### src/rtl/mnacidpro_pkg.sv
// Shared types and constants for the nucleic-acid purification sequencer:
// state encoding, valve bit positions and peristaltic pump patterns.
package mnacidpro_pkg;

    typedef enum logic [3:0] {
        ST_IDLE    = 4'd0,
        ST_LOAD    = 4'd1,
        ST_LYSIS   = 4'd2,
        ST_WASH    = 4'd3,
        ST_ELUTE   = 4'd4,
        ST_COLLECT = 4'd5,
        ST_FLUSH   = 4'd6,
        ST_DONE    = 4'd7,
        ST_SETTLE  = 4'd8
    } state_e;

    localparam int LYSIS_V     = 0;
    localparam int WASH_V      = 1;
    localparam int ELUTE_V     = 2;
    localparam int BEAD_V      = 3;
    localparam int VERTICAL_V  = 4;
    localparam int HORIZ_V     = 5;
    localparam int LOOP_EXIT_V = 6;
    localparam int WASTE_V     = 7;
    localparam int DEAD_END_V  = 8;
    localparam int BEAD_TRAP_V = 9;
    localparam int NUM_FIXED_V = 10;

    localparam logic [2:0] PUMP_P0   = 3'b110;
    localparam logic [2:0] PUMP_P1   = 3'b101;
    localparam logic [2:0] PUMP_P2   = 3'b011;
    localparam logic [2:0] PUMP_IDLE = 3'b111;

    function automatic logic is_pumped(input state_e st);
        return (st == ST_LOAD) || (st == ST_LYSIS) || (st == ST_WASH) ||
               (st == ST_ELUTE) || (st == ST_COLLECT);
    endfunction

    // Fixed valves opened by each pumped step; the collect outlet is added by the caller.
    function automatic logic [NUM_FIXED_V-1:0] fixed_open_set(input state_e st);
        logic [NUM_FIXED_V-1:0] m;
        m = '0;
        case (st)
            ST_LOAD: begin
                m[BEAD_V] = 1'b1; m[HORIZ_V] = 1'b1; m[WASTE_V] = 1'b1;
            end
            ST_LYSIS: begin
                m[LYSIS_V] = 1'b1; m[VERTICAL_V] = 1'b1;
                m[LOOP_EXIT_V] = 1'b1; m[WASTE_V] = 1'b1;
            end
            ST_WASH: begin
                m[WASH_V] = 1'b1; m[VERTICAL_V] = 1'b1;
                m[LOOP_EXIT_V] = 1'b1; m[WASTE_V] = 1'b1;
            end
            ST_ELUTE: begin
                m[ELUTE_V] = 1'b1; m[VERTICAL_V] = 1'b1;
                m[LOOP_EXIT_V] = 1'b1; m[DEAD_END_V] = 1'b1;
            end
            ST_COLLECT: begin
                m[LOOP_EXIT_V] = 1'b1; m[HORIZ_V] = 1'b1;
            end
            default: m = '0;
        endcase
        return m;
    endfunction

    // SETTLE has no 3-bit code of its own; it reads as 0 with busy high.
    function automatic logic [2:0] step_code(input state_e st);
        logic [3:0] s;
        s = st;
        return s[2:0];
    endfunction

endpackage

### src/rtl/mnacidpro_pump_phaser.sv
// Three-phase peristaltic pump driver: holds each pattern for PUMP_DIV cycles,
// restarts at the first pattern on request and idles closed when disabled.
module mnacidpro_pump_phaser
    import mnacidpro_pkg::*;
#(
    parameter int PUMP_DIV = 4
) (
    input  logic       clk,
    input  logic       rst,
    input  logic       en,
    input  logic       restart,
    output logic [2:0] pump
);

    localparam int DIV_W = (PUMP_DIV > 1) ? $clog2(PUMP_DIV) : 1;

    logic [DIV_W-1:0] div_q, div_d;
    logic [1:0]       phase_q, phase_d;
    logic [2:0]       pump_q, pump_d;

    function automatic logic [2:0] pattern(input logic [1:0] ph);
        case (ph)
            2'd0:    return PUMP_P0;
            2'd1:    return PUMP_P1;
            default: return PUMP_P2;
        endcase
    endfunction

    always_comb begin
        div_d   = div_q;
        phase_d = phase_q;
        if (!en || restart) begin
            div_d   = '0;
            phase_d = 2'd0;
        end else if (div_q == DIV_W'(PUMP_DIV - 1)) begin
            div_d   = '0;
            phase_d = (phase_q == 2'd2) ? 2'd0 : phase_q + 2'd1;
        end else begin
            div_d = div_q + DIV_W'(1);
        end
        pump_d = en ? pattern(phase_d) : PUMP_IDLE;
    end

    always_ff @(posedge clk) begin
        if (rst) begin
            div_q   <= '0;
            phase_q <= 2'd0;
            pump_q  <= PUMP_IDLE;
        end else begin
            div_q   <= div_d;
            phase_q <= phase_d;
            pump_q  <= pump_d;
        end
    end

    assign pump = pump_q;

endmodule

### src/rtl/mnacidpro_sequencer.sv
// Timed valve/pump sequencer: LOAD, LYSIS, WASH xN, ELUTE, COLLECT, FLUSH on one start.
// Every output is decoded from the next state and registered.
module mnacidpro_sequencer
    import mnacidpro_pkg::*;
#(
    parameter int SIZE      = 3,
    parameter int STEP_W    = 16,
    parameter int PUMP_DIV  = 4,
    parameter int FLUSH_LEN = 8,
    localparam int CH_W     = (SIZE > 1) ? $clog2(SIZE) : 1,
    localparam int NV       = NUM_FIXED_V + SIZE
) (
    input  logic              clk,
    input  logic              rst,
    input  logic              start,
    input  logic              abort,
    input  logic [CH_W-1:0]   chan_sel,
    input  logic [3:0]        wash_reps,
    input  logic [STEP_W-1:0] step_len,
    output logic              lysis_ctrl,
    output logic              wash_ctrl,
    output logic              elute_ctrl,
    output logic              bead_ctrl,
    output logic              vertical_ctrl,
    output logic              horiz_ctrl,
    output logic              loop_exit_ctrl,
    output logic              waste_ctrl,
    output logic              dead_end_ctrl,
    output logic              bead_trap_ctrl,
    output logic [SIZE-1:0]   collect_ctrl,
    output logic [2:0]        pump,
    output logic [NV-1:0]     flush,
    output logic              busy,
    output logic              done,
    output logic              err,
    output logic [2:0]        step_id
);

    state_e            state_q, state_d;
    state_e            ret_q, ret_d;
    logic [STEP_W-1:0] dwell_q, dwell_d;
    logic [3:0]        wash_q, wash_d;
    logic [CH_W-1:0]   chan_q, chan_d;
    logic [3:0]        reps_q, reps_d;
    logic [STEP_W-1:0] len_q, len_d;
    logic              abort_q, abort_d;
    logic [NV-1:0]     ctrl_q, ctrl_d;
    logic [NV-1:0]     flush_q, flush_d;
    logic              flush_act_q, flush_act_d;
    logic              busy_q, busy_d;
    logic              done_q, done_d;
    logic              err_q, err_d;
    logic [2:0]        step_q, step_d;

    logic              bad_start;
    logic              step_last;
    logic              can_abort;
    logic [STEP_W-1:0] len_eff;
    logic [NV-1:0]     open_set;
    logic              pump_en, pump_restart;
    logic [2:0]        phase_pump;

    assign len_eff   = (len_q == '0) ? STEP_W'(1) : len_q;
    assign step_last = (dwell_q == len_eff - STEP_W'(1));
    assign can_abort = (state_q == ST_LOAD) || (state_q == ST_LYSIS) || (state_q == ST_WASH) ||
                       (state_q == ST_ELUTE) || (state_q == ST_COLLECT) || (state_q == ST_SETTLE);

    always_comb begin
        state_d   = state_q;
        ret_d     = ret_q;
        dwell_d   = (dwell_q == '1) ? dwell_q : dwell_q + STEP_W'(1);
        wash_d    = wash_q;
        chan_d    = chan_q;
        reps_d    = reps_q;
        len_d     = len_q;
        abort_d   = abort_q;
        err_d     = err_q;
        bad_start = 1'b0;

        case (state_q)
            ST_IDLE: begin
                if (start) begin
                    if (int'(chan_sel) < SIZE) begin
                        state_d = ST_LOAD;
                        chan_d  = chan_sel;
                        reps_d  = wash_reps;
                        len_d   = step_len;
                        wash_d  = '0;
                        abort_d = 1'b0;
                        err_d   = 1'b0;
                    end else begin
                        bad_start = 1'b1;
                        err_d     = 1'b1;
                    end
                end
            end
            ST_LOAD: begin
                if (step_last) begin
                    state_d = ST_SETTLE;
                    ret_d   = ST_LYSIS;
                end
            end
            ST_LYSIS: begin
                if (step_last) begin
                    state_d = ST_SETTLE;
                    ret_d   = (reps_q != 4'd0) ? ST_WASH : ST_ELUTE;
                end
            end
            ST_WASH: begin
                if (step_last) begin
                    state_d = ST_SETTLE;
                    wash_d  = wash_q + 4'd1;
                    // widened compare so a count of 15 cannot wrap past the target
                    ret_d   = (({1'b0, wash_q} + 5'd1) >= {1'b0, reps_q}) ? ST_ELUTE : ST_WASH;
                end
            end
            ST_ELUTE: begin
                if (step_last) begin
                    state_d = ST_SETTLE;
                    ret_d   = ST_COLLECT;
                end
            end
            ST_COLLECT: begin
                if (step_last) begin
                    state_d = ST_SETTLE;
                    ret_d   = ST_FLUSH;
                end
            end
            ST_SETTLE: state_d = ret_q;
            ST_FLUSH: begin
                if (dwell_q == STEP_W'(FLUSH_LEN - 1)) state_d = ST_DONE;
            end
            ST_DONE:  state_d = ST_IDLE;
            default:  state_d = ST_IDLE;
        endcase

        if (can_abort && abort) begin
            state_d = ST_FLUSH;
            abort_d = 1'b1;
        end

        if (state_d != state_q) dwell_d = '0;
        if (state_d == ST_DONE) err_d = abort_d;

        open_set = {{SIZE{1'b0}}, fixed_open_set(state_d)};
        if (state_d == ST_COLLECT) begin
            for (int i = 0; i < SIZE; i++) begin
                if (int'(chan_d) == i) open_set[NUM_FIXED_V + i] = 1'b1;
            end
        end

        flush_act_d = (state_d == ST_FLUSH);
        ctrl_d      = flush_act_d ? '0 : ~open_set;
        flush_d     = flush_act_d ? '1 : '0;
        busy_d      = (state_d != ST_IDLE) && (state_d != ST_DONE);
        done_d      = (state_d == ST_DONE) || bad_start;
        step_d      = step_code(state_d);

        pump_en      = is_pumped(state_d);
        pump_restart = pump_en && (state_d != state_q);
    end

    always_ff @(posedge clk) begin
        if (rst) begin
            state_q     <= ST_IDLE;
            ret_q       <= ST_IDLE;
            dwell_q     <= '0;
            wash_q      <= '0;
            chan_q      <= '0;
            reps_q      <= '0;
            len_q       <= '0;
            abort_q     <= 1'b0;
            ctrl_q      <= '1;
            flush_q     <= '0;
            flush_act_q <= 1'b0;
            busy_q      <= 1'b0;
            done_q      <= 1'b0;
            err_q       <= 1'b0;
            step_q      <= 3'd0;
        end else begin
            state_q     <= state_d;
            ret_q       <= ret_d;
            dwell_q     <= dwell_d;
            wash_q      <= wash_d;
            chan_q      <= chan_d;
            reps_q      <= reps_d;
            len_q       <= len_d;
            abort_q     <= abort_d;
            ctrl_q      <= ctrl_d;
            flush_q     <= flush_d;
            flush_act_q <= flush_act_d;
            busy_q      <= busy_d;
            done_q      <= done_d;
            err_q       <= err_d;
            step_q      <= step_d;
        end
    end

    mnacidpro_pump_phaser #(
        .PUMP_DIV (PUMP_DIV)
    ) u_pump (
        .clk     (clk),
        .rst     (rst),
        .en      (pump_en),
        .restart (pump_restart),
        .pump    (phase_pump)
    );

    // the phaser idles closed outside pumped steps; FLUSH forces every pump valve open
    assign pump = flush_act_q ? 3'b000 : phase_pump;

    assign lysis_ctrl     = ctrl_q[LYSIS_V];
    assign wash_ctrl      = ctrl_q[WASH_V];
    assign elute_ctrl     = ctrl_q[ELUTE_V];
    assign bead_ctrl      = ctrl_q[BEAD_V];
    assign vertical_ctrl  = ctrl_q[VERTICAL_V];
    assign horiz_ctrl     = ctrl_q[HORIZ_V];
    assign loop_exit_ctrl = ctrl_q[LOOP_EXIT_V];
    assign waste_ctrl     = ctrl_q[WASTE_V];
    assign dead_end_ctrl  = ctrl_q[DEAD_END_V];
    assign bead_trap_ctrl = ctrl_q[BEAD_TRAP_V];
    assign collect_ctrl   = ctrl_q[NUM_FIXED_V +: SIZE];
    assign flush          = flush_q;
    assign busy           = busy_q;
    assign done           = done_q;
    assign err            = err_q;
    assign step_id        = step_q;

endmodule

### config.mk
export PLATFORM = sky130hd
export DESIGN_NAME = mnacidpro_sequencer
export DESIGN_NICKNAME = d
export VERILOG_FILES = /design/src/rtl/mnacidpro_pkg.sv /design/src/rtl/mnacidpro_pump_phaser.sv /design/src/rtl/mnacidpro_sequencer.sv
export SDC_FILE = /design/constraint.sdc
export NUM_CORES = 1
export LEC_CHECK = 0
export CORE_MARGIN = 1
export CORE_UTILIZATION = 49
export DETAILED_ROUTE_END_ITERATION = 10
export GPL_TIMING_DRIVEN = 0
export HOLD_SLACK_MARGIN = 0.03
export PLACE_DENSITY = 0.87
export SYNTH_ARGS = -nofsm -noshare
export SYNTH_HDL_FRONTEND = slang
export SYNTH_HIERARCHICAL = 1
export SYNTH_SLANG_ARGS = --single-unit
### constraint.sdc
create_clock -name clk -period 4.03 [get_ports clk]
set_clock_uncertainty 0.05 [all_clocks]
set_input_delay 0.806 -clock clk [delete_from_list [all_inputs] [get_ports clk]]
set_output_delay 0.806 -clock clk [all_outputs]
set_load 0.01 [all_outputs]
==> impl_metrics.env, run 1 <==
export IMPL_overflow=0
export IMPL_comb_power_share=0.578
export IMPL_p_sw_mw=1.49
export IMPL_drive_above_1_share=0.172
export IMPL_crit_fanout=8
export IMPL_ctsRootBufferMaster="clkbuf_8"
export IMPL_start_kind="flip-flop"
export IMPL_area_delta_synth_final_pct=30.2
export IMPL_worstMarginPinSlew_ps=549
export IMPL_synthSimpleGateAreaFrac=0.300
export IMPL_synth_cells=511
export IMPL_clk_pin_slew_ps=80
export IMPL_critical_path_class="flip-flop to flip-flop"
export IMPL_grt_pass1_vias=3661
export IMPL_grt_max_degree=17
export IMPL_cts_buffer_depth=2
export IMPL_track_usage=0.244
export IMPL_wirelength_mm=10.3
export IMPL_io_pins=61
export IMPL_status="complete, but fails checks"
export IMPL_fillers=643
export IMPL_ys_ff_latch=73
export IMPL_finalCritPeriodShare=1.03
export IMPL_initial_core_util=0.515
export IMPL_place_gp_congestion=0.908
export IMPL_ant_nets=0
export IMPL_setup_viol=4
export IMPL_path_cells="or4_1 -> buf_4 -> nor2_4 -> a21oi_2 -> ha_4 -> xnor2_2 -> xnor2_1 -> a2111oi_1 -> and3_1 -> nand4b_1 -> or3_4 -> buf_6 -> a21oi_4 -> nand3_1 -> nand2_1 -> nand2b_4 -> or4_1"
export IMPL_vias=3973
export IMPL_synth_top_family_by_area="simple AND/OR/NAND/NOR gates"
export IMPL_p_per_area_mw_per_mm2=679
export IMPL_hpwlAfterDp_mm=7.36
export IMPL_synth_compound_area_frac=0.169
export IMPL_yosys_area_top_type="dfxtp_1"
export IMPL_critPathMaxStageDelay_ps=510
export IMPL_setup_tns_ps=-215
export IMPL_drtIter0Drc=344
export IMPL_die_area_sq_mm=0.00865
export IMPL_p_int_mw=2.10
export IMPL_fin_crit_ps=4170
export IMPL_drc=0
export IMPL_fin_cells=706
export IMPL_synthAdderAreaFrac=0.0247
export IMPL_synthTopCellsByArea="dfxtp_1 (36%), nand2_1 (6.0%), nor2_1 (5.3%)"
export IMPL_antenna_found_initial=0
export IMPL_grt_pass1_wl_mm=17.0
export IMPL_placementRows=32
export IMPL_cp_common_cell="or4_1"
export IMPL_antennaDiodeCount=0
export IMPL_die_x_um=93.0
export IMPL_nets=634
export IMPL_syn_avg_cell_area_sq_um=7.95
export IMPL_yosysUniqueCellTypes=64
export IMPL_hp_class="flip-flop to flip-flop"
export IMPL_ys_async_sr_fraction=0
export IMPL_p_clk_frac=0.153
export IMPL_synth_top_cell_area_share=0.360
export IMPL_ctsHoldBuffers=0
export IMPL_clk_latency_ps=340
export IMPL_rsz0062_at_grt="yes"
export IMPL_placed_cells=673
export IMPL_cts_inserted_buffers=9
export IMPL_syn_nets=545
export IMPL_relSlewSlack=0.632
export IMPL_cp_data_arrival_time_ps=4340
export IMPL_cts_sinks=73
export IMPL_cp_slowest_cell="or4_1"
export IMPL_violations="setup timing"
export IMPL_die_y_um=93.0
export IMPL_max_freq_ghz=0.240
export IMPL_firstDrtPassIters=6
export IMPL_synth_edf_count=0
export IMPL_peakVddDrop_mv=0.309
export IMPL_ys_flop_type="dfxtp_1"
export IMPL_slew_violations=0
export IMPL_coreArea_sq_mm=0.00789
export IMPL_synth_area_mux_share=0.0111
export IMPL_swShare=0.414
export IMPL_end_kind="flip-flop"
export IMPL_routed_via_density=5.63
export IMPL_syn_area_sq_mm=0.00406
export IMPL_portBuffers=60
export IMPL_whs_ps=423
export IMPL_post_drt_wl_per_cell_um=14.6
export IMPL_leakage_nw=1.99
export IMPL_ys_seq_area_frac=0.360
export IMPL_max_cap_violations=0
export IMPL_cp_required_ps=4210
export IMPL_synthXorXnorAreaFrac=0.0582
export IMPL_setup_ws_ps=-139
export IMPL_yosysWarnings=6
export IMPL_cts_tree="built"
export IMPL_htreeDepth=3
export IMPL_finalHoldViolCount=0
export IMPL_pwr_share_seq=0.269
==> per-layer routing <==
layer	up-vias	share of wire	GRT usage
met3	25	0.054	0.0301
met5	-	0	0
met1	1839	0.45	0.330
met2	142	0.47	0.395
met4	0	0.024	0.0949
li1	1967	-	-
==> layout by cell type (no fill, tap or decap), types with 3 or more instances in the layout <==
master	instances
o22ai_1	6
inv_1	14
dfxtp_4	3
or3_1	5
and3_1	8
nor2b_1	6
nor4_4	3
nand3_1	16
clkbuf_8	9
xor2_1	10
ha_1	7
and4_1	4
nor3_1	12
o211ai_1	3
and2_1	5
xnor2_1	16
clkdlybuf4s50_1	60
buf_4	37
a21oi_2	4
nor2_1	56
a21oi_1	34
dfxtp_1	63
buf_2	3
dfxtp_2	7
buf_6	3
a22oi_1	6
nand4_1	4
mux2i_1	3
o21ai_0	16
a21o_1	3
nor4b_1	4
clkbuf_1	20
a31oi_1	10
or4_1	6
nand2b_1	8
nand2_1	65
nor3b_1	4
nor4_1	4
==> state kept, by name, summed over array words and instances, names as in the netlist, 2 cells and up <==
register        flops
wash_q              4
chan_q              2
state_q             4
ret_q               3
len_q              16
ctrl_q             12
u_pump/phase_q      2
reps_q              4
u_pump/pump         3
u_pump/div_q        2
dwell_q            16
==> cells by family after synthesis <==
logic type	count (synthesis)
simple gates	233
compound gates	107
flops	73
buf+inv	59
xor+xnor	27
fa+ha+maj	8
mux	4
==> cells in the mapped netlist, drive strengths merged (5+ instances only) <==
| master | number |
|---|---|
| and2 | 5 |
| inv | 14 |
| buf | 24 |
| and3 | 9 |
| nor3 | 15 |
| nor2 | 57 |
| nor3b | 5 |
| o21ai | 18 |
| nand2b | 9 |
| dfxtp | 73 |
| o22ai | 7 |
| nand3 | 16 |
| a21oi | 40 |
| xnor2 | 17 |
| a31oi | 10 |
| or4 | 8 |
| nor4 | 9 |
| ha | 8 |
| a22oi | 6 |
| clkbuf | 21 |
| xor2 | 10 |
| or3 | 7 |
| nand2 | 65 |
| nor2b | 6 |
==> worst max-delay path: cells and delay by family, from the launching register on <==
kind | cells | cell delay [ps]
xor+xnor | 2 | 280
simple gates | 9 | 2290
buf+inv | 2 | 340
flops | 1 | 350
fa+ha+maj | 1 | 180
compound gates | 3 | 570
==> power by group through the flow <==
stage,Clock (mW),Combinational (mW),Sequential (mW)
after global placement,0,1.69,0.972
final,0.549,2.07,0.967
after detailed placement,0,1.74,0.981
after global routing,0.583,2.25,0.983
after CTS,0.555,1.89,0.963
after floorplan,0,1.22,0.975
==> final timing paths <==
path / cells past startpoint / slack (ps) / end / startpoint
worst max-delay path: 17 / -140 / u_pump/pump[1] / len_q[9]
worst min-delay path: 2 / 420 / len_q[1] / len_q[1]
worst max register to register: 17 / -140 / u_pump/pump[1] / len_q[9]
worst min register to register: 2 / 420 / len_q[1] / len_q[1]
==> cell type report <==
class,count,area [sq um],area share
multi-input combinational,379,2430,0.461
sequential,73,1480,0.280
timing repair buffer,79,748,0.142
buffer,44,255,0.0483
clock buffer,10,128,0.0241
tap,102,128,0.0241
clock inverter,5,57.6,0.0109
inverter,14,52.6,0.00994
==> per-stage QoR <==
step	total power [mW]	cell area, sq um	setup slack (ps)	utilization
2_1_floorplan	2.19	4090	0.385	-
3_3_place_gp	2.66	4820	-429	0.611
3_5_place_dp	2.72	4820	-432	0.611
6_report	3.59	5290	-139	0.670
4_1_cts	3.41	5170	-80.5	0.656
5_1_grt	3.81	5290	-278	0.670
==> repair_timing <==
item / in CTS / in global routing
pin swaps: 16 / 13
setup buffers: 11 / 7
setup endpoints to repair: 24 / 33
gates cloned: 1 / 0
gates resized for setup: 22 / 17
No activity file was read; power rests on OpenSTA's default activity.
==> inputs of run 2 (changes only) <==
--- a/config.mk
+++ b/config.mk
@@ -5,12 +5,15 @@
 export SDC_FILE = /design/constraint.sdc
 export NUM_CORES = 1
 export LEC_CHECK = 0
+export CAP_MARGIN = 5
 export CORE_MARGIN = 1
 export CORE_UTILIZATION = 49
 export DETAILED_ROUTE_END_ITERATION = 10
+export GPL_ROUTABILITY_DRIVEN = 0
 export GPL_TIMING_DRIVEN = 0
 export HOLD_SLACK_MARGIN = 0.03
 export PLACE_DENSITY = 0.87
+export SLEW_MARGIN = 20
 export SYNTH_ARGS = -nofsm -noshare
 export SYNTH_HDL_FRONTEND = slang
 export SYNTH_HIERARCHICAL = 1
==> impl_metrics.env, run 2 (synthesized netlist as in run 1, its figures left out) <==
export IMPL_post_drt_wl_per_cell_um=16.4
export IMPL_relSlewSlack=0.622
export IMPL_start_kind="flip-flop"
export IMPL_die_y_um=93.0
export IMPL_reg2reg_slack_ps=-130
export IMPL_end_kind="flip-flop"
export IMPL_die_x_um=93.0
export IMPL_ctsRootBufferMaster="clkbuf_8"
export IMPL_rsz0062_at_grt="yes"
export IMPL_reg2reg_from="len_q[0]"
export IMPL_cts_tree="built"
export IMPL_cp_required_ps=4220
export IMPL_fin_crit_ps=4160
export IMPL_die_area_sq_mm=0.00865
export IMPL_critical_path_class="flip-flop to flip-flop"
export IMPL_max_cap_violations=0
export IMPL_status="complete, but fails checks"
export IMPL_fillers=560
export IMPL_worstReg2RegEnd="u_pump/pump[1]"
export IMPL_reg2reg_depth=13
export IMPL_area_delta_synth_final_pct=32.6
export IMPL_setup_tns_ps=-220
export IMPL_routed_via_density=6.04
export IMPL_critPathMaxStageDelay_ps=600
export IMPL_cp_data_arrival_time_ps=4350
export IMPL_track_usage=0.265
export IMPL_clk_latency_ps=360
export IMPL_top_regs="dwell_q: 16 flops, len_q: 16 flops, ctrl_q: 12 flops"
export IMPL_min_path_cells=2
export IMPL_hp_class="flip-flop to flip-flop"
export IMPL_p_per_area_mw_per_mm2=705
export IMPL_firstDrtPassIters=6
export IMPL_leakage_nw=2.02
export IMPL_slew_violations=0
export IMPL_ctsHoldBuffers=0
export IMPL_drive_above_1_share=0.197
export IMPL_grt_pass1_wl_mm=18.3
export IMPL_finalHoldViolCount=0
export IMPL_whs_ps=417
export IMPL_cp_slowest_cell="or4_4"
export IMPL_placementRows=32
export IMPL_placed_cells=673
export IMPL_finalCritPeriodShare=1.03
export IMPL_multi_input_area_sq_mm=0.00251
export IMPL_holdPathEnd="abort_q"
export IMPL_setup_ws_ps=-127
export IMPL_hpwlAfterDp_mm=7.52
export IMPL_pre_cts_slack_ps=-565
export IMPL_grt_max_degree=17
export IMPL_drc=0
export IMPL_worstMarginPinSlew_ps=567
export IMPL_cts_buffer_depth=2
export IMPL_crit_fanout=8
export IMPL_antenna_found_initial=0
export IMPL_cts_sinks=73
export IMPL_nets=639
export IMPL_max_freq_ghz=0.241
export IMPL_placed_cell_area_sq_mm=0.00482
export IMPL_io_pins=61
export IMPL_regArea_sq_mm=0.00148
export IMPL_layout_common_cells="nand2_1 (64), dfxtp_1 (64), clkdlybuf4s50_1 (60), nor2_1 (56), buf_4 (43)"
export IMPL_post_route_cell_area_sq_mm=0.00538
export IMPL_violations="setup timing"
export IMPL_peakVddDrop_mv=0.394
export IMPL_htreeDepth=3
export IMPL_cts_inserted_buffers=9
export IMPL_fin_cells=712
export IMPL_clk_pin_slew_ps=70
export IMPL_wirelength_mm=11.7
export IMPL_setup_viol=4
export IMPL_portBuffers=60
export IMPL_ant_nets=0
export IMPL_overflow=0
export IMPL_drtIter0Drc=474
export IMPL_initial_core_util=0.515
export IMPL_grt_pass1_vias=3933
export IMPL_path_cells="or4_4 -> nor3_4 -> a21oi_2 -> ha_4 -> xnor2_2 -> a2111oi_2 -> and3_1 -> nand4b_1 -> or3_4 -> a21o_4 -> o211ai_1 -> a21oi_2 -> or4_4"
export IMPL_vias=4297
export IMPL_min_delay_start="abort_q"
export IMPL_antennaDiodeCount=0
export IMPL_coreArea_sq_mm=0.00789
run 2: cell types whose count changed in the layout (fill, tap and decap cells not counted), moves of 2 or more:
cell	previous run	this run
or4_1	6	4
clkinv_2	2	4
nor4b_2	0	2
clkinv_4	2	0
dfxtp_2	7	5
nor4b_1	4	1
clkinvlp_4	0	2
or4_4	2	4
buf_4	37	43
run 2: metrics by stage:
step                power [mW]   util
CTS                       3.48  0.661
floorplan                 2.19      -
global placement          2.64  0.611
detailed placement        2.72  0.611
finish                    3.79  0.682
global route              4.00  0.682
run 2: what timing repair did:
item	4_1_cts	5_1_grt
endpoints found under the setup margin	27	25
pin swaps	18	16
setup buffers	12	12
gates resized for setup	36	18
run 2: how the worst max path moves through the flow:
stage	slack (ps)	startpoint	endpoint
4_1_cts	-70	len_q[4]	u_pump/pump[1]
5_1_grt	-200	len_q[1]	u_pump/pump[1]
3_3_place_gp	-490	len_q[4]	u_pump/pump[1]
3_5_place_dp	-560	len_q[9]	u_pump/pump[1]
2_1_floorplan	0.4	len_q[4]	u_pump/pump[1]
6_report	-130	len_q[0]	u_pump/pump[1]
run 2: layout make-up:
| type | instances | area share |
|---|---|---|
| Clock buffer | 10 | 0.0237 |
| Clock inverter | 6 | 0.00651 |
| Sequential cell | 73 | 0.275 |
| Multi-Input combinational cell | 379 | 0.466 |
| Buffer | 44 | 0.0488 |
| Inverter | 14 | 0.00976 |
| Tap cell | 102 | 0.0237 |
| Timing Repair Buffer | 84 | 0.146 |
run 2: routing by layer:
layer | track usage | share of wire | vias up
li1 | - | - | 1981
met1 | 0.329 | 0.39 | 2008
met2 | 0.444 | 0.49 | 248
met3 | 0.0553 | 0.086 | 60
met4 | 0.112 | 0.033 | 0
met5 | 0 | 0 | -
run 2: where the power goes:
part / internal [mW] / total [mW] / switching (mW)
combinational: 1.08 / 2.32 / 1.23
sequential: 0.862 / 0.979 / 0.116
clock: 0.219 / 0.497 / 0.278
total: 2.17 / 3.79 / 1.63
run 2: critical path: cells and delay by family, from the launching register on:
| kind | cells | cell delay (ps) |
|---|---|---|
| adder cells (fa/ha/maj) | 1 | 220 |
| AO/OA/AOI/OAI | 5 | 1140 |
| XOR/XNOR | 1 | 130 |
| AND/OR/NAND/NOR | 6 | 2140 |
| flip-flops | 1 | 350 |
==> inputs of run 3 (changes only) <==
--- a/config.mk
+++ b/config.mk
@@ -12,6 +12,7 @@
 export GPL_ROUTABILITY_DRIVEN = 0
 export GPL_TIMING_DRIVEN = 0
 export HOLD_SLACK_MARGIN = 0.03
+export MAX_ROUTING_LAYER = met4
 export PLACE_DENSITY = 0.87
 export SLEW_MARGIN = 20
 export SYNTH_ARGS = -nofsm -noshare
==> impl_metrics.env, run 3 (synthesized netlist as in run 1, its figures left out) <==
export IMPL_track_usage=0.273
export IMPL_post_drt_wl_per_cell_um=16.5
export IMPL_portBuffers=60
export IMPL_regArea_sq_mm=0.00148
export IMPL_max_freq_ghz=0.241
export IMPL_setup_viol=3
export IMPL_cts_buffer_depth=2
export IMPL_setup_tns_ps=-212
export IMPL_critical_path_class="flip-flop to flip-flop"
export IMPL_slew_violations=0
export IMPL_ant_nets=0
export IMPL_worstMarginPinSlew_ps=568
export IMPL_final_core_util=0.682
export IMPL_vias=4312
export IMPL_grt_pass1_vias=3938
export IMPL_overflow=0
export IMPL_path_cells="or4_4 -> nor3_4 -> a21oi_2 -> ha_4 -> xnor2_2 -> a2111oi_2 -> and3_1 -> nand4b_1 -> or3_4 -> a21oi_4 -> o211ai_1 -> nand2_2 -> nand2b_4 -> or4_4"
export IMPL_cts_sinks=73
export IMPL_wirelength_mm=11.7
export IMPL_leakage_nw=2.02
export IMPL_pwr_share_seq=0.258
export IMPL_p_sw_mw=1.63
export IMPL_fillers=560
export IMPL_cp_data_arrival_time_ps=4330
export IMPL_rsz0062_at_grt="yes"
export IMPL_clk_latency_ps=360
export IMPL_p_clk_frac=0.130
export IMPL_hp_class="flip-flop to flip-flop"
export IMPL_antennaDiodeCount=0
export IMPL_fin_crit_ps=4140
export IMPL_relSlewSlack=0.621
export IMPL_io_pins=61
export IMPL_cp_common_cell="or4_4"
export IMPL_clk_pin_slew_ps=70
export IMPL_initial_core_util=0.515
export IMPL_drive_above_1_share=0.197
export IMPL_nets=639
export IMPL_swShare=0.429
export IMPL_p_per_area_mw_per_mm2=705
export IMPL_top_regs="dwell_q: 16 flops, len_q: 16 flops, ctrl_q: 12 flops"
export IMPL_grt_max_degree=17
export IMPL_peakVddDrop_mv=0.396
export IMPL_crit_cells=14
export IMPL_violations="setup timing"
export IMPL_comb_power_share=0.612
export IMPL_grt_pass1_wl_mm=18.3
export IMPL_status="complete, but fails checks"
export IMPL_layout_common_cells="nand2_1 (64), dfxtp_1 (64), clkdlybuf4s50_1 (60), nor2_1 (56), buf_4 (43)"
export IMPL_cp_slowest_cell="or4_4"
export IMPL_ctsRootBufferMaster="clkbuf_8"
export IMPL_start_kind="flip-flop"
export IMPL_area_delta_synth_final_pct=32.6
export IMPL_crit_fanout=8
export IMPL_end_kind="flip-flop"
export IMPL_hpwlAfterDp_mm=7.52
export IMPL_finalHoldViolCount=0
export IMPL_firstDrtPassIters=7
export IMPL_drtIter0Drc=475
export IMPL_multi_input_area_sq_mm=0.00251
export IMPL_antenna_found_initial=0
export IMPL_cts_inserted_buffers=9
export IMPL_crit_buf_inv=0
export IMPL_htreeDepth=3
export IMPL_finalCritPeriodShare=1.03
export IMPL_routed_via_density=6.06
export IMPL_placementRows=32
export IMPL_critPathMaxStageDelay_ps=600
export IMPL_critPathTopFamily="simple AND/OR/NAND/NOR gates"
export IMPL_min_path_cells=2
export IMPL_max_cap_violations=0
export IMPL_die_x_um=93.0
export IMPL_drc=0
export IMPL_p_int_mw=2.17
export IMPL_cp_required_ps=4220
export IMPL_cts_tree="built"
export IMPL_setup_ws_ps=-114
export IMPL_die_y_um=93.0
export IMPL_coreArea_sq_mm=0.00789
export IMPL_reg2reg_depth=14
export IMPL_die_area_sq_mm=0.00865
[run 3: cell counts in the layout (fill, tap and decap cells not counted)]
Identical to the previous run, type by type.
[run 3: layout make-up]
class                      instances  area share
buffer                            44      0.0488
clock buffer                      10      0.0237
clock inverter                     6     0.00651
inverter                          14     0.00976
multi-input combinational        379       0.466
sequential                        73       0.275
tap                              102      0.0237
timing repair buffer              84       0.146
[run 3: what timing repair did]
item	in CTS	in global routing
endpoints found under the hold margin	0	0
pin swaps	18	15
setup endpoints to repair	27	25
gates resized for setup	36	18
hold buffers	0	0
setup buffers	12	12
[run 3: power by group through the flow]
stage	logic, mW	registers [mW]	clock network (mW)
global route	2.47	0.993	0.533
global placement	1.67	0.973	0
detailed placement	1.74	0.981	0
finish	2.32	0.980	0.494
floorplan	1.22	0.975	0
CTS	2.01	0.973	0.500
[run 3: through the flow]
step	power, mW	instances	instance area (sq um)	setup slack, ps	hold WS (ps)
6_report	3.79	712	5380	-114	416
3_5_place_dp	2.72	673	4820	-565	382
5_1_grt	4.00	712	5380	-198	454
4_1_cts	3.48	701	5220	-65.4	392
2_1_floorplan	2.19	511	4090	0.385	355
3_3_place_gp	2.64	673	4820	-486	364
[run 3: layer usage]
metal / global-route usage / part of all wire / vias up
li1: - / - / 1980
met1: 0.330 / 0.39 / 2012
met2: 0.444 / 0.49 / 266
met3: 0.0553 / 0.082 / 54
met4: 0.112 / 0.034 / 0
met5: - / 0 / -
[run 3: path summary, 6_finish.rpt]
| kind | startpoint | end | slack, ps |
|---|---|---|---|
| setup / recovery | len_q[0] | u_pump/pump[1] | -110 |
| hold reg to reg | abort_q | abort_q | 420 |
| hold / removal | abort_q | abort_q | 420 |
| setup reg to reg | len_q[0] | u_pump/pump[1] | -110 |
[run 3: worst reg2reg max path, cell delays in order (launching register included)]
cell,delay [ps]
dfxtp_4,350
or4_4,600
nor3_4,230
a21oi_2,100
ha_4,230
xnor2_2,130
a2111oi_2,380
and3_1,240
nand4b_1,140
or3_4,480
a21oi_4,170
o211ai_1,160
nand2_2,130
nand2b_4,100
or4_4,520
